`config.mk`:
```
export PLATFORM = sky130hd
export DESIGN_NAME = imem_loader
export DESIGN_NICKNAME = d
export VERILOG_FILES = /design/src/rtl/imem_loader.sv
export SDC_FILE = /design/constraint.sdc
export NUM_CORES = 1
export LEC_CHECK = 0
export ABC_AREA = 0
export ABC_CLOCK_PERIOD_IN_PS = 11500
export CAP_MARGIN = 20
export CORE_MARGIN = 4
export CORE_UTILIZATION = 60
export DETAILED_ROUTE_END_ITERATION = 16
export PLACE_DENSITY_LB_ADDON = 0.25
export SYNTH_ARGS = -nofsm -noshare
export SYNTH_HDL_FRONTEND = slang
export SYNTH_SLANG_ARGS = --single-unit
```
`constraint.sdc`:
```
create_clock -name clk -period 11.5 [get_ports clk]
set_input_delay 2.3 -clock clk [delete_from_list [all_inputs] [get_ports clk]]
set_output_delay 2.3 -clock clk [all_outputs]
set_load 0.02 [all_outputs]
```
`src/rtl/imem_loader.sv`:
```
// imem_loader: boot-time byte-stream loader that fills instruction memory and
// holds the CPU in reset until the image checksum verifies.
module imem_loader #(
    parameter int SIZE = 1024
) (
    input  logic        clk,
    input  logic        reset,
    input  logic [7:0]  byte_in,
    input  logic        byte_valid,
    output logic        byte_ready,
    output logic        mem_we,
    output logic [31:0] mem_addr,
    output logic [31:0] mem_wdata,
    output logic        cpu_reset,
    output logic        done,
    output logic        error
);
    typedef enum logic [2:0] {S_IDLE, S_LEN, S_DATA, S_WRITE, S_CSUM, S_DONE, S_ERROR} state_t;
    state_t      r_state, w_next;
    logic [1:0]  r_bcnt;
    logic [31:0] r_len, r_cnt, r_asm, r_addr, r_wdata;
    logic [7:0]  r_csum;
    logic        w_acc, w_last;
    logic [31:0] w_word, w_cnt_inc;
    assign w_acc      = byte_valid && byte_ready;
    assign w_last     = r_bcnt == 2'd3;
    assign w_word     = {r_asm[23:0], byte_in};
    assign w_cnt_inc  = r_cnt + 32'd1;
    assign byte_ready = r_state == S_LEN || r_state == S_DATA || r_state == S_CSUM;
    assign mem_we     = r_state == S_WRITE;
    assign done       = r_state == S_DONE;
    assign error      = r_state == S_ERROR;
    assign cpu_reset  = !done;
    assign mem_addr   = r_addr;
    assign mem_wdata  = r_wdata;
    always_comb begin
        w_next = r_state;
        case (r_state)
            S_IDLE:  w_next = S_LEN;
            S_LEN:   if (w_acc && w_last)
                         w_next = w_word == 32'd0 ? S_CSUM : w_word > 32'(SIZE) ? S_ERROR : S_DATA;
            S_DATA:  if (w_acc && w_last) w_next = S_WRITE;
            S_WRITE: w_next = w_cnt_inc == r_len ? S_CSUM : S_DATA;
            S_CSUM:  if (w_acc) w_next = byte_in == r_csum ? S_DONE : S_ERROR;
            default: w_next = r_state;
        endcase
    end
    always_ff @(posedge clk or posedge reset) begin
        if (reset) begin
            r_state <= S_IDLE;
            r_bcnt  <= '0;
            r_len   <= '0;
            r_cnt   <= '0;
            r_asm   <= '0;
            r_addr  <= '0;
            r_wdata <= '0;
            r_csum  <= '0;
        end else begin
            r_state <= w_next;
            if (w_acc) begin
                r_bcnt <= r_bcnt + 2'd1;
                r_asm  <= w_word;
            end
            if (w_acc && r_state == S_LEN && w_last) r_len <= w_word;
            if (w_acc && r_state == S_DATA) begin
                r_csum <= r_csum ^ byte_in;
                if (w_last) r_wdata <= w_word;
            end
            // address only advances when another word follows, so it never passes the last slot
            if (r_state == S_WRITE) begin
                r_cnt <= w_cnt_inc;
                if (w_cnt_inc != r_len) r_addr <= r_addr + 32'd4;
            end
        end
    end
endmodule

```
# After elaboration in Yosys (flattened, before gate mapping)

Index checks and enable logic that the tools add are counted.

Flip-flop bits (word level): 165
Output and inout port bits: 69
Logic and storage cells: 48

Add/sub/neg operators: 3
Magnitude comparators: 1
Equal/unequal tests: 13
Mux-type cells: 8
Bitwise logic cells: 1
Reductions and logical operators: 14

Operators with widths:

| kind                                                                               | number |
|---|---|
| 32-bit by 1-bit adder with 32-bit output (second input constant)                   | 1 |
| 32-bit by 3-bit adder with 32-bit output (second input constant)                   | 1 |
| 32-bit == test                                                                     | 1 |
| 32-bit by 11-bit greater-than comparator with 1-bit output (second input constant) | 1 |
| 32-bit zero test                                                                   | 1 |
| 32-bit inequality test                                                             | 1 |
| 3-bit 2-to-1 mux                                                                   | 6 |
| 3-bit one-hot mux with 5 select lines                                              | 1 |
| 3-bit == test (second input constant)                                              | 3 |
| 8-bit == test                                                                      | 1 |
| 8-bit XOR                                                                          | 1 |
| 3-bit by 2-bit == test with 1-bit output (second input constant)                   | 2 |
| 2-bit inequality test (second input constant)                                      | 3 |
| 1-bit logical AND                                                                  | 5 |
| 5-bit nonzero test                                                                 | 1 |
| 2-bit AND reduction                                                                | 2 |
| 4-bit AND reduction                                                                | 1 |
| 3-bit by 1-bit == test with 1-bit output (second input constant)                   | 1 |
| 3-bit zero test                                                                    | 1 |
| 2-bit by 1-bit adder with 2-bit output (second input constant)                     | 1 |
| 2-bit == test (second input constant)                                              | 1 |
| 1-bit logical OR                                                                   | 2 |
| 2-bit 2-to-1 mux                                                                   | 1 |
| 1-bit zero test                                                                    | 1 |

# Logic depth before layout (Yosys ltp)

Word-level depth: 7
Gate-level depth with buffers: 12

# Worst setup path before layout

No wires, ideal clock.

Kind: input to register
Start: input port byte_valid
End: register r_wdata[0] (netlist: mem_wdata[0])
Data arrival time: 3.714 ns
Required time: 11.375 ns
Setup slack: 7.661 ns
Stages: 6
Path buffers: 3
Path through: clkbuf_1 nor4bb_1 clkbuf_1 nand2_1 buf_1 mux2_2

Longest elaborated chain between the ends: 3

Ends and longest elaborated chain:

| element                       | RTL line | source |
|---|---|---|
| from (decl)                   | 9        | `input logic byte_valid,` |
| 1-bit logical AND             | 25       | `assign w_acc = byte_valid && byte_ready;` |
| 1-bit logical AND             | 65       | `if (w_acc && r_state == S_DATA) begin` |
| 2-bit AND reduction (no line) | -        |  |
| to (signal assigned)          | 67       | `if (w_last) r_wdata <= w_word;` |
| to (decl)                     | 21       | `logic [31:0] r_len, r_cnt, r_asm, r_addr, r_wdata;` |

Every way passes these cells.
A chain may end at the register's enable or synchronous reset.

# Final worst setup path

Start: register r_state[0]
End: output port mem_we

Longest elaborated chain between the ends: 1

Ends and longest elaborated chain:

| element                                  | RTL line | source |
|---|---|---|
| from (decl)                              | 19       | `state_t r_state, w_next;` |
| from (signal assigned)                   | 59       | `r_state <= w_next;` |
| 3-bit by 2-bit == test with 1-bit output | 30       | `assign mem_we = r_state == S_WRITE;` |
| to (decl)                                | 11       | `output logic mem_we,` |

Every way passes these cells.

==> results_dict.tcl <==
set metrics [dict create \
    status "finished, final reports clean" \
    critPathMostFrequentCell "inv_1" \
    hpwlAfterDp_um 12040 \
    fp-row-count 41 \
    crit_chain "inv_1, nor2_1, nand2_1, buf_4, inv_1, clkdlybuf4s50_1" \
    cts_hold_buf 0 \
    routedWlPerCell_um 18.97 \
    worstSkewPairLatency_ps 430 \
    multi_input_area_mm2 0.003712 \
    firstDrtPassIters 5 \
    die_height_um 123.6 \
    powerDensity_mw_per_mm2 242.2 \
    critPathKind "reg2out" \
    ant_nets 0 \
    cts_resized 0 \
    drcViolationCount 0 \
    final_cell_area_mm2 0.009589 \
    tritoncts "yes" \
    max-vdd-ir-drop_v 0.0001818 \
    yosys_warnings 0 \
    finalMaxSlewViolations 0 \
    num_vias 5656 \
    p_leak_nw 4.332 \
    via_per_inst 6.004 \
    antenna_found_initial 0 \
    arrival_ps 2710 \
    cts_setup_buffers 0 \
    fin_tns_setup_ps 0 \
    yosys.cell_count.top_type "dfrtp_1" \
    start_kind "flip-flop" \
    synth_top_area_cell "dfrtp_1" \
    min_period_ps 5014 \
    dieWidth_um 123.6 \
    grt_pass1_wl_um 29110 \
    cp.required_ps 9200 \
    fillerInstances 848 \
    io_pins 80 \
    synthCells 691 \
    synth_edf_count 0 \
    drt_iter0_markers 334 \
    regArea_mm2 0.004079 \
    grtUsageTotal 0.2454 \
    synth_simple_gate_area_frac 0.1580 \
    setup_viol 0 \
    period_share 0.4360 \
    initial_utilization 0.6250 \
    cap_violations 0 \
    grt_max_degree 97 \
    crit_path_max_incr_delay_ps 680 \
    cts_buffers 17 \
    finalWirelength_um 17870 \
    hold_viol_final 0 \
    synth_cell_types 65 \
    path_clk_slew_ps 60 \
    n_antenna_cell 0 \
    async_reset_ff_frac 1.000 \
    synth_mux_area_frac 0.1269 \
    syn_area_mm2 0.008015 \
    cts_root_buf "clkbuf_16" \
    drive_gt1_frac 0.1870 \
    slew_headroom 0.4319 \
    clockBufferDepth 2 \
    fin_skew_ps 9.036 \
    hold_class "reg2reg" \
    synth-xor-area-share 0.1413 \
    synth_top_area_share 0.5089 \
    cpMaxStageDelayCell "clkdlybuf4s50_1" \
    die_area_mm2 0.01527 \
    place_congestion 0.8979 \
    synth_commonest_cells "dfrtp_1 (163), mux2_2 (89), xnor2_1 (66)" \
    nets 771 \
    critPathCaptureType "output pin" \
    synth-seq-cells 163 \
    synthToLayoutAreaGrowth_pct 19.64 \
    htreeDepth 4 \
    synth_top_family_by_area "simple AND/OR/NAND/NOR gates" \
    clock.fmax_mhz 199.4 \
    synth_compound_area_frac 0.03138 \
    grt_setup_unrepaired "false" \
    dpl_cell_area_mm2 0.008877 \
    total_power_mw 2.323 \
    synth_adder_area_share 0.004683 \
    crit_fanout 28 \
    synthTopCellsByArea "dfrtp_1 (51%), mux2_2 (13%), xnor2_1 (7.2%)" \
    core_mm2 0.01282 \
    worstMarginPinSlew_ps 852.2 \
    port-buffer-count 77 \
    synth_ff_type "dfrtp_1" \
    gr-total-overflow 0 \
    syn_avg_cell_area_um2 11.60 \
    clock-sinks 163 \
    ys_seq_area_frac 0.5089 \
    grt_pass1_vias 5738 \
]
-- sequential cells by signal (all words and copies together) (netlist names) --
register / count
r_cnt: 32
r_len: 32
r_bcnt: 2
mem_wdata: 32
r_asm: 24
r_csum: 8
r_state: 3
mem_addr: 30
-- critical path, delay by kind of cell, from the launching register on --
kind | cells | cell delay [ps]
buf+inv | 4 | 1420
simple gates | 2 | 400
flops | 1 | 450
-- kinds of logic after synthesis --
kind of cell / after synthesis
and+or+nand+nor: 228
DFF: 163
xor gates and xnor gates: 126
muxes: 90
buffers and inverters: 47
AOI/OAI and AO/OA: 33
adders and majority gates: 3
other: 1
-- cell usage in the layout, fill, tap and decap left out, types with 4 or more instances in the layout --
| master | netlist | routed |
|---|---|---|
| clkbuf_16 | 0 | 17 |
| nand4_1 | 17 | 17 |
| a21oi_1 | 4 | 4 |
| mux2_2 | 89 | 89 |
| and3_1 | 13 | 13 |
| and2_1 | 6 | 6 |
| and4_1 | 8 | 8 |
| clkdlybuf4s50_1 | 0 | 77 |
| buf_4 | 4 | 5 |
| nor2b_1 | 4 | 4 |
| xnor2_1 | 66 | 66 |
| inv_1 | 8 | 7 |
| dfrtp_1 | 163 | 163 |
| xor2_1 | 58 | 58 |
| nand2_1 | 59 | 59 |
| nor4_1 | 22 | 22 |
| nor2_1 | 29 | 29 |
| nor3_1 | 22 | 22 |
| bufinv_16 | 0 | 6 |
| nand3_1 | 24 | 24 |
-- metal layers --
layer | routed length (um) | global-route usage | up-vias | share of wire
met4 | 408 | 0.09273 | 0 | 0.023
met1 | 7982 | 0.3383 | 2846 | 0.45
li1 | - | - | 2568 | -
met2 | 8614 | 0.3893 | 201 | 0.48
met5 | 0 | 0 | - | 0
met3 | 865 | 0.04678 | 41 | 0.048
-- through the flow --
step	util	cells	setup slack, ps	hold WS, ps
global placement	0.6900	907	6750	456.4
global route	0.7477	942	6310	497.7
finish	0.7477	942	6486	463.2
floorplan	-	692	4795	452.8
detailed placement	0.6922	908	6631	458.0
CTS	0.7452	940	6507	470.2
-- where the power goes --
part / total, mW / internal [mW] / switching (mW) / leakage, nW
registers: 0.948 / 0.752 / 0.196 / 2.12
logic: 0.730 / 0.395 / 0.335 / 1.88
clock network: 0.645 / 0.411 / 0.234 / 0.323
-- worst paths after layout --
check / startpoint / endpoint / slack [ps] / cells past startpoint
max in group asynchronous: reset / r_cnt[0]$_DFFE_PP0P_ / 7740 / 3
worst max register to register: r_cnt[0]$_DFFE_PP0P_ / mem_addr[27]$_DFFE_PP0P_ / 7960 / 11
worst min-delay path: mem_addr[31]$_DFFE_PP0P_ / mem_addr[31]$_DFFE_PP0P_ / 460 / 1
worst max-delay path: r_state[0]$_DFFE_PP0P_ / mem_we / 6490 / 6
min in group asynchronous: reset / r_cnt[27]$_DFFE_PP0P_ / 2410 / 2
worst min register to register: mem_addr[31]$_DFFE_PP0P_ / mem_addr[31]$_DFFE_PP0P_ / 460 / 1
-- cell type report --
cell class / count / share of cell area
multi-input cells: 482 / 0.3871
clock buffers: 18 / 0.04475
inverters: 8 / 0.003653
clock inverters: 14 / 0.02610
well taps: 172 / 0.02244
flip-flops and latches: 163 / 0.4254
repair buffers: 85 / 0.09055
Note: power is estimated with default switching activity, not from simulation.
